`src/rtl/pwm_pkg.sv`:
```
// Shared PWM definitions: scancodes, nominal high times, decoder state and classifier.
package pwm_pkg;

   localparam logic [7:0] SC_F    = 8'h2B;
   localparam logic [7:0] SC_Q    = 8'h15;
   localparam logic [7:0] SC_H    = 8'h33;
   localparam logic [7:0] SC_X    = 8'h22;
   localparam logic [7:0] SC_NONE = 8'h00;

   // Nominal high times in ticks produced by the generator for each key
   localparam int NOM_F = 41;
   localparam int NOM_Q = 51;
   localparam int NOM_H = 61;
   localparam int NOM_X = 81;

   localparam int PWM_PERIOD = 801;

   typedef enum logic [1:0] {
      ST_IDLE = 2'd0,
      ST_HIGH = 2'd1,
      ST_LOW  = 2'd2
   } dec_state_t;

   typedef struct packed {
      logic       match;
      logic [7:0] code;
   } decode_t;

   function automatic logic in_window(input int h, input int nom, input int tol);
      return (h >= nom - tol) && (h <= nom + tol);
   endfunction

   // Windows are disjoint while tol < 5, so the order of the tests does not matter
   function automatic decode_t classify(input int h, input int tol);
      decode_t d;
      d.match = 1'b1;
      if (in_window(h, NOM_F, tol))      d.code = SC_F;
      else if (in_window(h, NOM_Q, tol)) d.code = SC_Q;
      else if (in_window(h, NOM_H, tol)) d.code = SC_H;
      else if (in_window(h, NOM_X, tol)) d.code = SC_X;
      else begin
         d.code  = SC_NONE;
         d.match = 1'b0;
      end
      return d;
   endfunction

endpackage

```
`src/rtl/pwm_tick_gen.sv`:
```
// Mod-TICK_DIV prescaler: one-clk tick when the count sits at TICK_DIV-1.
module pwm_tick_gen #(
   parameter int TICK_DIV = 100
) (
   input  logic i_clk,
   input  logic i_rst,
   output logic o_tick
);

   localparam int CW = (TICK_DIV > 1) ? $clog2(TICK_DIV) : 1;
   localparam logic [CW-1:0] LAST = CW'(TICK_DIV - 1);

   logic [CW-1:0] r_cnt;

   assign o_tick = (r_cnt == LAST);

   // Free-running counter, wraps to 0 on the tick cycle
   always_ff @(posedge i_clk or posedge i_rst) begin
      if (i_rst)       r_cnt <= '0;
      else if (o_tick) r_cnt <= '0;
      else             r_cnt <= r_cnt + 1'b1;
   end

endmodule

```
`src/rtl/pwm_decode.sv`:
```
// PWM receiver: measures high time and period in ticks, decodes the scancode,
// and flags a lost/stuck input.
module pwm_decode
   import pwm_pkg::*;
#(
   parameter int TICK_DIV = 100,
   parameter int CNT_W    = 10,
   parameter int TOL      = 2,
   parameter int TIMEOUT  = 1000
) (
   input  logic             clk,
   input  logic             reset,
   input  logic             pwm_in,
   output logic [CNT_W-1:0] high_cnt,
   output logic [CNT_W-1:0] period_cnt,
   output logic [7:0]       scancode,
   output logic             match,
   output logic             valid,
   output logic             timeout
);

   localparam logic [CNT_W-1:0] CNT_MAX = '1;
   localparam logic [CNT_W-1:0] TO_VAL  = CNT_W'(TIMEOUT);

   logic             r_sync1, r_sync2, r_sync_d;
   logic             w_rise, w_fall, w_tick;
   dec_state_t       r_state, w_state_nxt;
   logic [CNT_W-1:0] r_hcnt, r_lcnt, w_hcnt_nxt, w_lcnt_nxt;
   logic [CNT_W-1:0] w_h_tick, w_l_tick;
   logic [CNT_W:0]   w_period_sum;
   logic [CNT_W-1:0] w_period_sat;
   logic             w_latch, w_to_evt;
   decode_t          w_dec;

   logic [CNT_W-1:0] r_high_cnt, r_period_cnt;
   logic [7:0]       r_scancode;
   logic             r_match, r_valid, r_timeout;

   pwm_tick_gen #(.TICK_DIV(TICK_DIV)) u_tick (
      .i_clk  (clk),
      .i_rst  (reset),
      .o_tick (w_tick)
   );

   // Two-flop synchronizer plus one delay stage for edge detection
   always_ff @(posedge clk or posedge reset) begin
      if (reset) begin
         r_sync1  <= 1'b0;
         r_sync2  <= 1'b0;
         r_sync_d <= 1'b0;
      end else begin
         r_sync1  <= pwm_in;
         r_sync2  <= r_sync1;
         r_sync_d <= r_sync2;
      end
   end

   assign w_rise = r_sync2 & ~r_sync_d;
   assign w_fall = ~r_sync2 & r_sync_d;

   // A tick in the edge cycle belongs to the phase that is ending
   assign w_h_tick = (w_tick && r_hcnt != CNT_MAX) ? r_hcnt + 1'b1 : r_hcnt;
   assign w_l_tick = (w_tick && r_lcnt != CNT_MAX) ? r_lcnt + 1'b1 : r_lcnt;

   assign w_period_sum = {1'b0, r_hcnt} + {1'b0, w_l_tick};
   assign w_period_sat = w_period_sum[CNT_W] ? CNT_MAX : w_period_sum[CNT_W-1:0];

   assign w_dec = classify(int'(r_hcnt), TOL);

   // State and phase-counter register
   always_ff @(posedge clk or posedge reset) begin
      if (reset) begin
         r_state <= ST_IDLE;
         r_hcnt  <= '0;
         r_lcnt  <= '0;
      end else begin
         r_state <= w_state_nxt;
         r_hcnt  <= w_hcnt_nxt;
         r_lcnt  <= w_lcnt_nxt;
      end
   end

   // Next state, counter updates, latch and timeout events
   always_comb begin
      w_state_nxt = r_state;
      w_hcnt_nxt  = r_hcnt;
      w_lcnt_nxt  = r_lcnt;
      w_latch     = 1'b0;
      w_to_evt    = 1'b0;
      case (r_state)
         ST_IDLE: begin
            if (w_rise) begin
               w_state_nxt = ST_HIGH;
               w_hcnt_nxt  = '0;
               w_lcnt_nxt  = '0;
            end
         end
         ST_HIGH: begin
            w_hcnt_nxt = w_h_tick;
            if (w_fall) begin
               w_state_nxt = ST_LOW;
               w_lcnt_nxt  = '0;
            end else if (w_h_tick >= TO_VAL) begin
               w_to_evt    = 1'b1;
               w_state_nxt = ST_IDLE;
            end
         end
         ST_LOW: begin
            if (w_rise) begin
               w_latch     = 1'b1;
               w_state_nxt = ST_HIGH;
               w_hcnt_nxt  = '0;
               w_lcnt_nxt  = '0;
            end else begin
               w_lcnt_nxt = w_l_tick;
               if (w_l_tick >= TO_VAL) begin
                  w_to_evt    = 1'b1;
                  w_state_nxt = ST_IDLE;
               end
            end
         end
         default: w_state_nxt = ST_IDLE;
      endcase
   end

   // Output registers: update on a completed period, hold through a timeout
   always_ff @(posedge clk or posedge reset) begin
      if (reset) begin
         r_high_cnt   <= '0;
         r_period_cnt <= '0;
         r_scancode   <= SC_NONE;
         r_match      <= 1'b0;
         r_valid      <= 1'b0;
         r_timeout    <= 1'b0;
      end else begin
         r_valid <= w_latch;
         if (w_latch) begin
            r_high_cnt   <= r_hcnt;
            r_period_cnt <= w_period_sat;
            r_scancode   <= w_dec.code;
            r_match      <= w_dec.match;
            r_timeout    <= 1'b0;
         end else if (w_to_evt) begin
            r_timeout <= 1'b1;
            r_match   <= 1'b0;
         end
      end
   end

   assign high_cnt   = r_high_cnt;
   assign period_cnt = r_period_cnt;
   assign scancode   = r_scancode;
   assign match      = r_match;
   assign valid      = r_valid;
   assign timeout    = r_timeout;

endmodule

```
`config.mk`:
```
export PLATFORM = sky130hd
export DESIGN_NAME = pwm_decode
export DESIGN_NICKNAME = d
export VERILOG_FILES = /design/src/rtl/pwm_pkg.sv /design/src/rtl/pwm_tick_gen.sv /design/src/rtl/pwm_decode.sv
export SDC_FILE = /design/constraint.sdc
export NUM_CORES = 1
export LEC_CHECK = 0
export ABC_AREA = 1
export CELL_PAD_IN_SITES_DETAIL_PLACEMENT = 0
export CELL_PAD_IN_SITES_GLOBAL_PLACEMENT = 2
export CORE_MARGIN = 10
export CORE_UTILIZATION = 38
export CTS_BUF_LIST = sky130_fd_sc_hd__clkbuf_8
export DETAILED_ROUTE_END_ITERATION = 6
export HOLD_SLACK_MARGIN = 0.15
export PLACE_DENSITY_LB_ADDON = 0.12
export SLEW_MARGIN = 20
export SYNTH_ARGS = -nofsm -noshare
export SYNTH_HDL_FRONTEND = slang
export SYNTH_HIERARCHICAL = 1
export SYNTH_SLANG_ARGS = --single-unit
```
`constraint.sdc`:
```
create_clock -name clk -period 4.6 [get_ports clk]
set_input_delay 0.69 -clock clk [delete_from_list [all_inputs] [get_ports clk]]
set_output_delay 0.69 -clock clk [all_outputs]
set_load 0.05 [all_outputs]
```
==> results of run 1 <==
-- stage by stage --
stage / cell area (µm²) / utilization
floorplan: 3900 / -
finish: 4490 / 0.455
detailed placement: 4300 / 0.436
global route: 4490 / 0.455
CTS: 4490 / 0.455
global placement: 4300 / 0.436
-- metal layers --
| metal | vias to the layer above | routed length, µm | part of all wire |
|---|---|---|---|
| met1 | 1464 | 4810 | 0.51 |
| met4 | 0 | 119 | 0.013 |
| li1 | 1693 | - | - |
| met3 | 9 | 311 | 0.033 |
| met5 | - | 0 | 0 |
| met2 | 46 | 4190 | 0.44 |
-- Yosys cell counts (8+ instances only) --
| library cell | number | share of area |
|---|---|---|
| nand2_1 | 127 | 0.12 |
| inv_1 | 68 | 0.066 |
| dfrtp_1 | 60 | 0.39 |
| nor2_1 | 40 | 0.039 |
| nand3_1 | 33 | 0.042 |
| o21ai_0 | 26 | 0.033 |
| ha_1 | 19 | 0.061 |
| nand2_2 | 18 | 0.029 |
| o22ai_1 | 12 | 0.019 |
| nor2_2 | 11 | 0.018 |
| xor2_1 | 9 | 0.020 |
| a21oi_1 | 8 | 0.010 |
-- kinds of logic after synthesis --
kind of cell / Yosys count / share of synthesized area
and+or+nand+nor: 256 / 0.306
buffers and inverters: 92 / 0.101
AOI/OAI and AO/OA: 69 / 0.109
DFF: 60 / 0.385
adders and majority gates: 20 / 0.0662
xor gates and xnor gates: 13 / 0.0312
other: 1 / 0.000963
-- worst register-to-register path: stages, from the launching register on --
cell and delay (ns):
dfrtp_1 0.37, ha_1 0.22, inv_1 0.09, nor2_2 0.11, nand4_2 0.10, inv_2 0.23
nand2_4 0.17, nor3_1 0.20, xor2_1 0.22, inv_1 0.07, ha_1 0.32, inv_1 0.11
o21bai_1 0.10, a221oi_1 0.37, nand2_1 0.12, nor2_2 0.19, nand3_1 0.12, nand2_1 0.07
nand2_1 0.04
-- state kept, by name (all words and copies together) (netlist names), 2 cells and up --
signal / cells
scancode: 5
r_hcnt: 10
period_cnt: 10
u_tick/r_cnt: 7
r_lcnt: 10
r_state: 2
high_cnt: 10
-- area by class of cell --
type	instances	area, µm²	area share
multi-input cells	360	2010	0.448
flip-flops and latches	60	1500	0.334
repair buffers	33	325	0.0724
inverters	77	297	0.0660
well taps	133	166	0.0371
clock buffers	9	124	0.0276
clock inverters	6	66.3	0.0148
-- final timing paths --
| check | from | end | slack [ns] |
|---|---|---|---|
| max | u_tick/r_cnt[0] | period_cnt[9] | 1.29 |
| min | r_sync1 | r_sync2 | 0.35 |
| max reg2reg | u_tick/r_cnt[0] | period_cnt[9] | 1.29 |
| min reg2reg | r_sync1 | r_sync2 | 0.35 |
| max in group asynchronous | reset | period_cnt[3] | 3.23 |
| min in group asynchronous | reset | u_tick/r_cnt[5] | 0.62 |
-- power by group through the flow --
stage	sequential, µW	combinational, µW	clock (µW)
2_1_floorplan	684	218	0
3_3_place_gp	600	418	0
3_5_place_dp	601	419	0
4_1_cts	591	421	483
5_1_grt	595	455	501
6_report	590	417	471
==> results.json, run 1 <==
{
  "status": "completed",
  "gp_congestion": 0.863,
  "crit_arrival_ns": 3.55,
  "num_antenna_cells": 0,
  "clock_latency_ns": 0.34,
  "numPortBuffers": 31,
  "setup_viol": 0,
  "fin_crit_ns": 3.31,
  "htreeDepth": 3,
  "cellPowerDensity_mw_per_mm2": 329,
  "synth_edf_count": 0,
  "path_class": "reg -> reg",
  "power_uw": 1480,
  "grt_pass1_vias": 3225,
  "antenna_found_initial": 0,
  "synth-seq-cells": 60,
  "cts.clk_slew.worst_paths_ns": 0.07,
  "swShare": 0.368,
  "die_w_um": 121,
  "avgSynthCellArea_um2": 7.62,
  "worstHoldPathType": "reg -> reg",
  "cts_tree": "done",
  "endpoint_kind": "flip-flop",
  "cp.required_ns": 4.83,
  "synth_ff_type": "dfrtp_1",
  "layout-drive-gt1-share": 0.134,
  "num_io_pins": 34,
  "dp_hpwl_mm": 7.18,
  "tightestPinTransition_ns": 0.923,
  "path_cells": "ha_1 > inv_1 > nor2_2 > nand4_2 > inv_2 > nand2_4 > nor3_1 > xor2_1 > inv_1 > ha_1 > inv_1 > o21bai_1 > a221oi_1 > nand2_1 > nor2_2 > nand3_1 > nand2_1 > nand2_1",
  "clock_path_buffers": 2,
  "crit_path_start_kind": "flip-flop",
  "cts_buffers": 9,
  "cp_num_buf_inv": 4,
  "p_clk_frac": 0.319,
  "ys_seq_area_frac": 0.385,
  "post_synth_instance_area_mm2": 0.00389,
  "finalCritPeriodShare": 0.720,
  "ys_types": 44,
  "switching_power_uw": 544,
  "crit_fanout": 12,
  "report.final.hold_viol_count": 0,
  "die_y_um": 121,
  "place_ws_ns": 1.23,
  "rsz0062_at_grt": "false",
  "hold_depth": 0,
  "met1_usage": 0.182,
  "grt_pass1_wl_mm": 15.9,
  "critPathSlowestCell": "dfrtp_1",
  "drtAntennaViolNets": 0,
  "p_leak_uw": 0.00212,
  "drt-total-wl_mm": 9.43,
  "p_int_uw": 933,
  "vdd_drop_max_mv": 0.370,
  "syn-instance-count": 511,
  "via_count": 3212,
  "max_stage_delay_ns": 0.37,
  "crit_family": "simple AND/OR/NAND/NOR gates",
  "clockRootBuffer": "clkbuf_8",
  "yosys_warnings": 6,
  "rows": 36,
  "pwr-share-comb": 0.282,
  "slew_headroom": 0.381,
  "global_route.usage.met2": 0.207,
  "post_cts_buffers": 0,
  "overflow": 0,
  "cts_resized": 0,
  "final_cell_mix": "127 x nand2_1, 67 x inv_1, 60 x dfrtp_1, 40 x nor2_1, 33 x nand3_1",
  "cp_num_cells": 18,
  "setup_tns_ns": 0,
  "ys_async_sr_fraction": 1.00,
  "cts.sinks": 60,
  "drc": 0,
  "final_nets": 564,
  "nFillCells": 1021,
  "dr.first_iter.drc_count": 168,
  "seq_power_share": 0.399,
  "finalNonFillerCells": 678,
  "fin_skew_ns": 0.0106,
  "die_area_mm2": 0.0147,
  "dp_cells": 663,
  "holdWs_ns": 0.352,
  "grt_max_degree": 54,
  "routedWlPerCell_um": 13.9,
  "layout_setup_ws_ns": 1.29,
  "initial_utilization": 0.395,
  "fmax_mhz": 302,
  "grtUsageMet3": 0.0247,
  "fp.coreArea_mm2": 0.00986,
  "grt-busiest-layer": "met2",
  "drt-pass1-iter-count": 5,
  "maxCapViolations": 0,
  "slew_violations": 0,
  "final_common_cell": "nand2_1",
  "grt_util_all_layers": 0.133,
  "area.growth.synth_to_final_pct": 15.3,
  "holdBufCountCts": 0,
  "via_per_inst": 4.74,
  "ff2ff_path_depth": 18
}
Power figures use the tool's default switching activity.
==> run 2: changes to the inputs <==
--- a/config.mk
+++ b/config.mk
@@ -9,7 +9,7 @@
 export CELL_PAD_IN_SITES_DETAIL_PLACEMENT = 0
 export CELL_PAD_IN_SITES_GLOBAL_PLACEMENT = 2
 export CORE_MARGIN = 10
-export CORE_UTILIZATION = 38
+export CORE_UTILIZATION = 35
 export CTS_BUF_LIST = sky130_fd_sc_hd__clkbuf_8
 export DETAILED_ROUTE_END_ITERATION = 6
 export HOLD_SLACK_MARGIN = 0.15
==> constraint.sdc (replaced) <==
create_clock -name clk -period 3.1 [get_ports clk]
set_input_delay 0.465 -clock clk [delete_from_list [all_inputs] [get_ports clk]]
set_output_delay 0.465 -clock clk [all_outputs]
set_load 0.05 [all_outputs]
==> run 2 against run 1 <==
Compared with the run above: routed wire length is 7.3% higher; register-to-register slack got worse by 1.1 ns; critical path depth did not move; die area up 7.1%; core utilization fell by 1.8 points; via count increased by 3.5%; largest power group unchanged; clock skew grew 0.00089 ns.
==> results.json, run 2 (synthesis results as in run 1) <==
{
  "grt_max_degree": 32,
  "seq_power_share": 0.393,
  "clock_path_buffers": 2,
  "endpoint_kind": "flip-flop",
  "grt_pass1_vias": 3295,
  "final_cell_mix": "126 x nand2_1, 67 x inv_1, 60 x dfrtp_1, 40 x nor2_1",
  "numPortBuffers": 31,
  "slew_violations": 0,
  "crit_fanout": 6,
  "drt-pass1-iter-count": 5,
  "cts.sinks": 60,
  "dp_hpwl_mm": 7.78,
  "gp_congestion": 0.854,
  "setup.worst_path.start": "u_tick/r_cnt[1]",
  "via_count": 3325,
  "grt_pass1_wl_mm": 16.9,
  "report.final.hold_viol_count": 0,
  "path_class": "reg -> reg",
  "slew_headroom": 0.635,
  "cp.required_ns": 3.33,
  "die_area_mm2": 0.0157,
  "swShare": 0.348,
  "area.growth.synth_to_final_pct": 22.1,
  "routedWlPerCell_um": 14.5,
  "die_w_um": 125,
  "tightestPinTransition_ns": 0.546,
  "crit_arrival_ns": 3.09,
  "status": "completed",
  "die_y_um": 125,
  "antenna_found_initial": 0,
  "initial_utilization": 0.358,
  "fmax_mhz": 349,
  "reg2reg_from": "u_tick/r_cnt[1]",
  "cts_tree": "done",
  "finalNonFillerCells": 698,
  "via_per_inst": 4.76,
  "dr.first_iter.drc_count": 146,
  "drc": 0,
  "crit_path_start_kind": "flip-flop",
  "cts_buffers": 9,
  "rows": 38,
  "grt_util_all_layers": 0.130,
  "fin_crit_ns": 2.86,
  "num_antenna_cells": 0,
  "clock_latency_ns": 0.34,
  "finalCritPeriodShare": 0.924,
  "vdd_drop_max_mv": 0.398,
  "cts.clk_slew.worst_paths_ns": 0.06,
  "switching_power_uw": 779,
  "worstHoldPathType": "reg -> reg",
  "cellPowerDensity_mw_per_mm2": 471,
  "final_common_cell": "nand2_1",
  "pwr-share-comb": 0.282,
  "fp.coreArea_mm2": 0.0109,
  "maxCapViolations": 0,
  "drt-total-wl_mm": 10.1,
  "setup_viol": 0,
  "fin_skew_ns": 0.0115,
  "final_nets": 577,
  "utilization": 0.437,
  "num_io_pins": 34,
  "p_leak_uw": 0.00225,
  "clockRootBuffer": "clkbuf_8",
  "power_uw": 2240,
  "drtAntennaViolNets": 0,
  "htreeDepth": 3,
  "dp_cells": 678,
  "p_int_uw": 1460,
  "p_clk_frac": 0.325,
  "hp-start": "r_sync1",
  "overflow": 0,
  "nFillCells": 1125,
  "holdBufCountCts": 0,
  "layout-drive-gt1-share": 0.177
}
run 2: cell types whose count changed in the layout (fill, tap and decap cells not counted), sizes merged:
cell / before / now
inv: 77 / 79
buf: 2 / 15
clkinvlp: 3 / 0
clkinv: 2 / 0
clkbuf: 9 / 12
run 2: layer usage:
metal,share of wire,wire (µm),vias to the layer above,global-route usage
li1,-,-,1724,-
met1,0.50,5050,1536,0.176
met2,0.45,4570,57,0.198
met3,0.040,404,8,0.0283
met4,0.0094,95,0,0.0488
met5,0,0,-,0
run 2: layout make-up:
type | instances | area, µm² | area share
sequential | 60 | 1500 | 0.316
clock buffer | 12 | 165 | 0.0347
timing repair buffer | 46 | 439 | 0.0923
inverter | 77 | 302 | 0.0634
multi-input combinational | 360 | 2140 | 0.449
tap | 140 | 175 | 0.0368
clock inverter | 3 | 37.5 | 0.00789
run 2: metrics by stage:
stage,worst slack (ns),hold WS [ns],area [µm²],setup TNS [ns]
6_report,0.237,0.354,4760,0
3_5_place_dp,0.0171,0.346,4380,0
5_1_grt,-0.0177,0.379,4760,-0.0483
3_3_place_gp,0.0913,0.332,4380,0
2_1_floorplan,0.0336,0.268,3900,0
4_1_cts,0.00168,0.360,4580,0
run 2: worst max-delay path, stage by stage, from the launching register on:
cell	delay (ns)
dfrtp_1	0.40
ha_4	0.16
inv_2	0.05
nor2_4	0.12
nand4_4	0.10
inv_4	0.11
nand2_8	0.07
nor3_4	0.18
xor2_1	0.22
inv_1	0.11
ha_4	0.26
inv_4	0.06
o21bai_2	0.08
a221oi_2	0.29
nand2_1	0.13
nor2_4	0.21
nand3_1	0.09
nand2_1	0.07
nand2_1	0.05
run 2: timing repair:
item,in CTS,in global routing
resized for setup,0,28
endpoints found under the setup margin,0,10
buffers inserted,0,5
run 2: power groups by stage:
stage / registers [µW] / logic, µW / clock network (µW)
floorplan: 1020 / 323 / 0
global placement: 891 / 640 / 0
detailed placement: 893 / 637 / 0
CTS: 879 / 641 / 760
global route: 886 / 686 / 799
finish: 879 / 632 / 727
run 2: worst paths after layout:
kind / endpoint / slack (ns) / depth (start not counted)
worst max-delay path: period_cnt[8] / 0.24 / 18
worst min-delay path: r_sync2 / 0.35 / 0
worst max register to register: period_cnt[8] / 0.24 / 18
worst min register to register: r_sync2 / 0.35 / 0
max in group asynchronous: period_cnt[3] / 2.02 / 3
min in group asynchronous: u_tick/r_cnt[5] / 0.40 / 2
==> edit 1 (flow settings as in run 1) <==
The 3 states of `dec_state_t` get a one-hot encoding in 3 bits.
--- a/src/rtl/pwm_pkg.sv
+++ b/src/rtl/pwm_pkg.sv
@@ -15,10 +15,10 @@
 
    localparam int PWM_PERIOD = 801;
 
-   typedef enum logic [1:0] {
-      ST_IDLE = 2'd0,
-      ST_HIGH = 2'd1,
-      ST_LOW  = 2'd2
+   typedef enum logic [2:0] {
+      ST_IDLE = 3'b001,
+      ST_HIGH = 3'b010,
+      ST_LOW  = 3'b100
    } dec_state_t;
 
    typedef struct packed {
Function: same outputs for any inputs over 10 cycles, from zero or initial values and one cycle with reset high; not proved beyond that.
==> edit 1 against run 1 <==
Setup slack worse by 0.085 ns; highest routed layer unchanged; final area down 1.8%; maximum frequency down 2.5%; synthesized area down 4.0%; cell count down 1.8%; sequential cell count up 1; total power down 2.6%; routed wire length up 1.7%.
==> edit 1: results (changes against run 1) <==
----------------------------------------------------
[Status]
  Run status ... completed

[Placement]
  Routability Congestion ... 0.838 (-3.0%)
  Detailed placer's ending HPWL ... 7320 um (+2.0%)

[Logic synthesis]
  Synthesized-area fraction occupied by ao, oa, aoi and oai cells ... 0.116 (+0.00717)
  Synth Flop Type ... dfrtp_1
  XOR/XNOR share of the synthesized area ... 0.0351 (+0.00396)
  Distinct cell type count of the synthesized netlist ... 40 (-9.1%)
  Seq/Total Area, Yosys ... 0.408 (+0.0229)
  Top cells by count, synth ... nand2_1, inv_1, dfrtp_1
  Biggest area contributors in the synthesized netlist ... dfrtp_1, nand2_1, inv_1, nor2_1, ha_1
  Adder and majority cell fraction of the synthesized area ... 0.0522 (-0.0140)

[Power and ir drop]
  IR Drop Worst-Case VDD ... 0.185 mV (-50%)
  Clock network power ... 0.552 mW (+17%)
  Clock network fraction of total power ... 0.384 (+0.065)
  Static power due to leakage ... 2.09 nW (-1.3%)

[Layout]
  Number of nets in the layout ... 546 (-3.2%)
  Non-clock buffer share ... 0.0738 (+0.00134)
  Area taken by flip-flops and latches ... 1530 um^2 (+1.8%)
  Multi-input gate area ... 1870 um^2 (-7.1%)
  Number of filler instances in the final layout ... 991 (-2.9%)
  Layout cells sized above 1 ... 0.0994 (-0.0345)
  Layout clock area frac ... 0.0511 (+0.00873)

[Timing]
  Slew at the pin closest to its max-slew limit ... 0.866 ns (-0.0568 ns)
  Skew final ... 0.0123 ns (+0.00168 ns)

[GRT]
  Combined global-route utilization of all metal layers ... 0.138 (+0.00498)
  Pin count of the biggest net entering global routing ... 55 (+1.9%)
  Number of global-route vias before repair ... 3149 (-2.4%)

[Critical path]
  Highest net fanout along the worst path ... 10 (-2)
  Data arrival time of the critical path ... 3.64 ns (+0.09 ns)
  Worst flop-to-flop path endpoint ... period_cnt[8]$_DFFE_PP0P_

[Clock tree]
  Clock buffer count from CTS ... 9 (unchanged)
  Sink Count ... 61 (+1.7%)
  Post-CTS Setup Repair Bufs ... 0 (unchanged)
  Clk Latency, worst-skew pair ... approximately 0.35 ns

[Drt]
  1st-pass router iterations ... 4 (-1)
  Via count of the routed design ... 3201 (-0.34%)
  Detailed-route wire length ... 9590 um (+1.7%)

----------------------------------------------------
## edit 1: per-stage QoR
stage | util | instances | setup slack [ns] | hold slack (ns) | area (um^2)
final | 0.455 | 666 | 1.20 | 0.355 | 4410
after floorplan | - | 493 | 1.59 | 0.331 | 3740
after global placement | 0.432 | 650 | 1.25 | 0.334 | 4180
after global routing | 0.455 | 666 | 0.708 | 0.370 | 4410
after detailed placement | 0.432 | 650 | 1.18 | 0.346 | 4180
after CTS | 0.455 | 666 | 1.17 | 0.363 | 4410
## edit 1: per-layer routing
| layer | vias up | part of all wire | GRT usage |
|---|---|---|---|
| li1 | 1649 | - | - |
| met1 | 1493 | 0.46 | 0.172 |
| met2 | 45 | 0.49 | 0.229 |
| met3 | 14 | 0.038 | 0.0288 |
| met4 | 0 | 0.014 | 0.0527 |
| met5 | - | 0 | 0 |
==> edit 2 (settings of run 1) <==
Made on the original files. `TICK_DIV` is set to 100 in 2 places; all go to 200.
--- a/src/rtl/pwm_tick_gen.sv
+++ b/src/rtl/pwm_tick_gen.sv
@@ -1,6 +1,6 @@
 // Mod-TICK_DIV prescaler: one-clk tick when the count sits at TICK_DIV-1.
 module pwm_tick_gen #(
-   parameter int TICK_DIV = 100
+   parameter int TICK_DIV = 200
 ) (
    input  logic i_clk,
    input  logic i_rst,
--- a/src/rtl/pwm_decode.sv
+++ b/src/rtl/pwm_decode.sv
@@ -3,7 +3,7 @@
 module pwm_decode
    import pwm_pkg::*;
 #(
-   parameter int TICK_DIV = 100,
+   parameter int TICK_DIV = 200,
    parameter int CNT_W    = 10,
    parameter int TOL      = 2,
    parameter int TIMEOUT  = 1000
Function: same outputs for any inputs over 10 cycles, from zero or initial values and one cycle with reset high; that may be too few to reach the edited logic, so the function may still have changed.
==> edit 2 against run 1 <==
Sequential cell count rose by 1; synthesized area rose by 0.90%; utilization fell by 0.89 points; routed wire length rose by 2.4%; final area rose by 1.2%; non-clock buffer count did not move; hold slack improved by 0.00073 ns; setup slack got worse by 0.027 ns; largest power group unchanged; die area rose by 0.75%; clock power rose by 10%; total power rose by 3.9%; maximum frequency fell by 0.81%.
==> edit 2: results (changes against run 1) <==
----------------------------------------------------
[Clock tree]
  Buffer levels on the longest clock path ... 2 (unchanged)
  Clock buffer count from CTS ... 9 (unchanged)
  Cells resized by post-CTS repair ... 0 (unchanged)
  Clk Latency, worst-skew pair ... 0.35 ns
  Register clock-pin slew on the reported worst setup and hold paths ... 0.07 ns (about the same)

[Placement]
  Detailed placer's ending HPWL ... 7420 um (+3.3%)
  Routability Congestion ... 0.847 (-1.9%)
  Total cell area at the placement stage ... 4340 um^2 (+0.90%)
  Post-Place Cells ... 673 (+1.5%)

[Logic synthesis]
  Distinct cell type count of the synthesized netlist ... 43 (-2.3%)
  Seq/Total Area, Yosys ... 0.388 (+0.00293)
  Biggest area contributors in the synthesized netlist ... dfrtp_1, nand2_1, inv_1, ha_1, nand3_1
  Count of warnings emitted by yosys ... 6 (unchanged)
  Top cells by count, synth ... nand2_1, inv_1, dfrtp_1
  Fraction of synthesis flops using an asynchronous set or reset pin ... 1.00 (unchanged)
  Gate Count Post-Synth ... 518 (+1.4%)

[GRT]
  Pin count of the biggest net entering global routing ... 37 (-31%)
  Combined global-route utilization of all metal layers ... 0.139 (+0.00579)
  Number of global-route vias before repair ... 3241 (+0.50%)
  Antenna violations before repair ... 0 (unchanged)
  Global-route wire length before repair ... 16400 um (+3.0%)

[Worst hold path]
  Number of cells traversed by the worst hold path ... 0 (unchanged)
  Class of the most critical hold timing path ... flip-flop to flip-flop
  Worst Hold Launch ... r_sync1$_DFF_PP0_

[Drt]
  1st-pass router iterations ... 4 (-1)
  First DRT Iteration DRCs ... 228 (+36%)
  Routed wire length per instance ... 14.0 um (+0.76%)
  Routed vias/inst ... 4.79 (+1.1%)
  Detailed-route wire length ... 9650 um (+2.4%)

[Power and ir drop]
  IR Drop Worst-Case VDD ... 0.284 mV (-23%)
  Static power due to leakage ... 2.19 nW (+3.2%)

[Timing]
  Max frequency ... 0.300 GHz (-0.81%)
  Skew final ... 0.00843 ns (-0.00218 ns)
  Remaining max-slew budget at the tightest pin ... 0.390 (+0.00924)

[Layout]
  Layout cells sized above 1 ... 0.123 (-0.0110)
  Number of filler instances in the final layout ... 1090 (+6.8%)
  Number of nets in the layout ... 571 (+1.2%)

[Critical path]
  Reg-to-reg slack, setup ... 1.26 ns (-0.03 ns)
  Data arrival time of the critical path ... 3.57 ns (+0.02 ns)
  Crit path max-delay cell type ... a221oi_1
  Launching instance or port of the critical path ... u_tick/r_cnt[0]$_DFF_PP0_
  Critical Path Max Stage Delay ... 0.43 ns (+0.06 ns)

[Status]
  Run status ... completed

----------------------------------------------------
==> edit 2: worst register-to-register path: cells and delay by family (launching register included) <==
family | cells | cell delay, ns
flip-flops | 1 | 0.40
XOR/XNOR | 1 | 0.20
AO/OA/AOI/OAI | 2 | 0.53
buffers and inverters | 3 | 0.40
AND/OR/NAND/NOR | 10 | 1.18
adder cells (fa/ha/maj) | 2 | 0.50
==> edit 2: through the flow <==
step	worst slack [ns]	hold slack (ns)
2_1_floorplan	1.59	0.331
3_3_place_gp	1.39	0.335
3_5_place_dp	1.28	0.340
4_1_cts	1.25	0.355
5_1_grt	0.807	0.369
6_report	1.26	0.353
==> edit 2: cell families after synthesis <==
family | Yosys count | synth area share
other | 1 | 0.000954
AOI/OAI and AO/OA | 69 | 0.108
DFF | 61 | 0.388
adders and majority gates | 20 | 0.0656
xor gates and xnor gates | 14 | 0.0331
buffers and inverters | 92 | 0.0996
and+or+nand+nor | 261 | 0.305
==> edit 2: final cells by class <==
class	instances	area, um^2	share of cell area
Sequential cell	61	1530	0.336
Clock inverter	7	82.6	0.0182
Multi-Input combinational cell	366	2020	0.445
Clock buffer	9	124	0.0273
Inverter	77	297	0.0652
Tap cell	136	170	0.0374
Timing Repair Buffer	33	325	0.0716
==> edit 2: per-layer routing <==
layer / GRT usage / vias up / share of wire
li1: - / 1712 / -
met1: 0.186 / 1526 / 0.49
met2: 0.210 / 45 / 0.44
met3: 0.0310 / 16 / 0.044
met4: 0.0626 / 0 / 0.020
met5: 0 / - / 0
==> edit 2: power by group <==
group / internal [mW] / switching, mW
sequential: 0.572 / 0.0264
combinational: 0.124 / 0.294
clock: 0.298 / 0.221
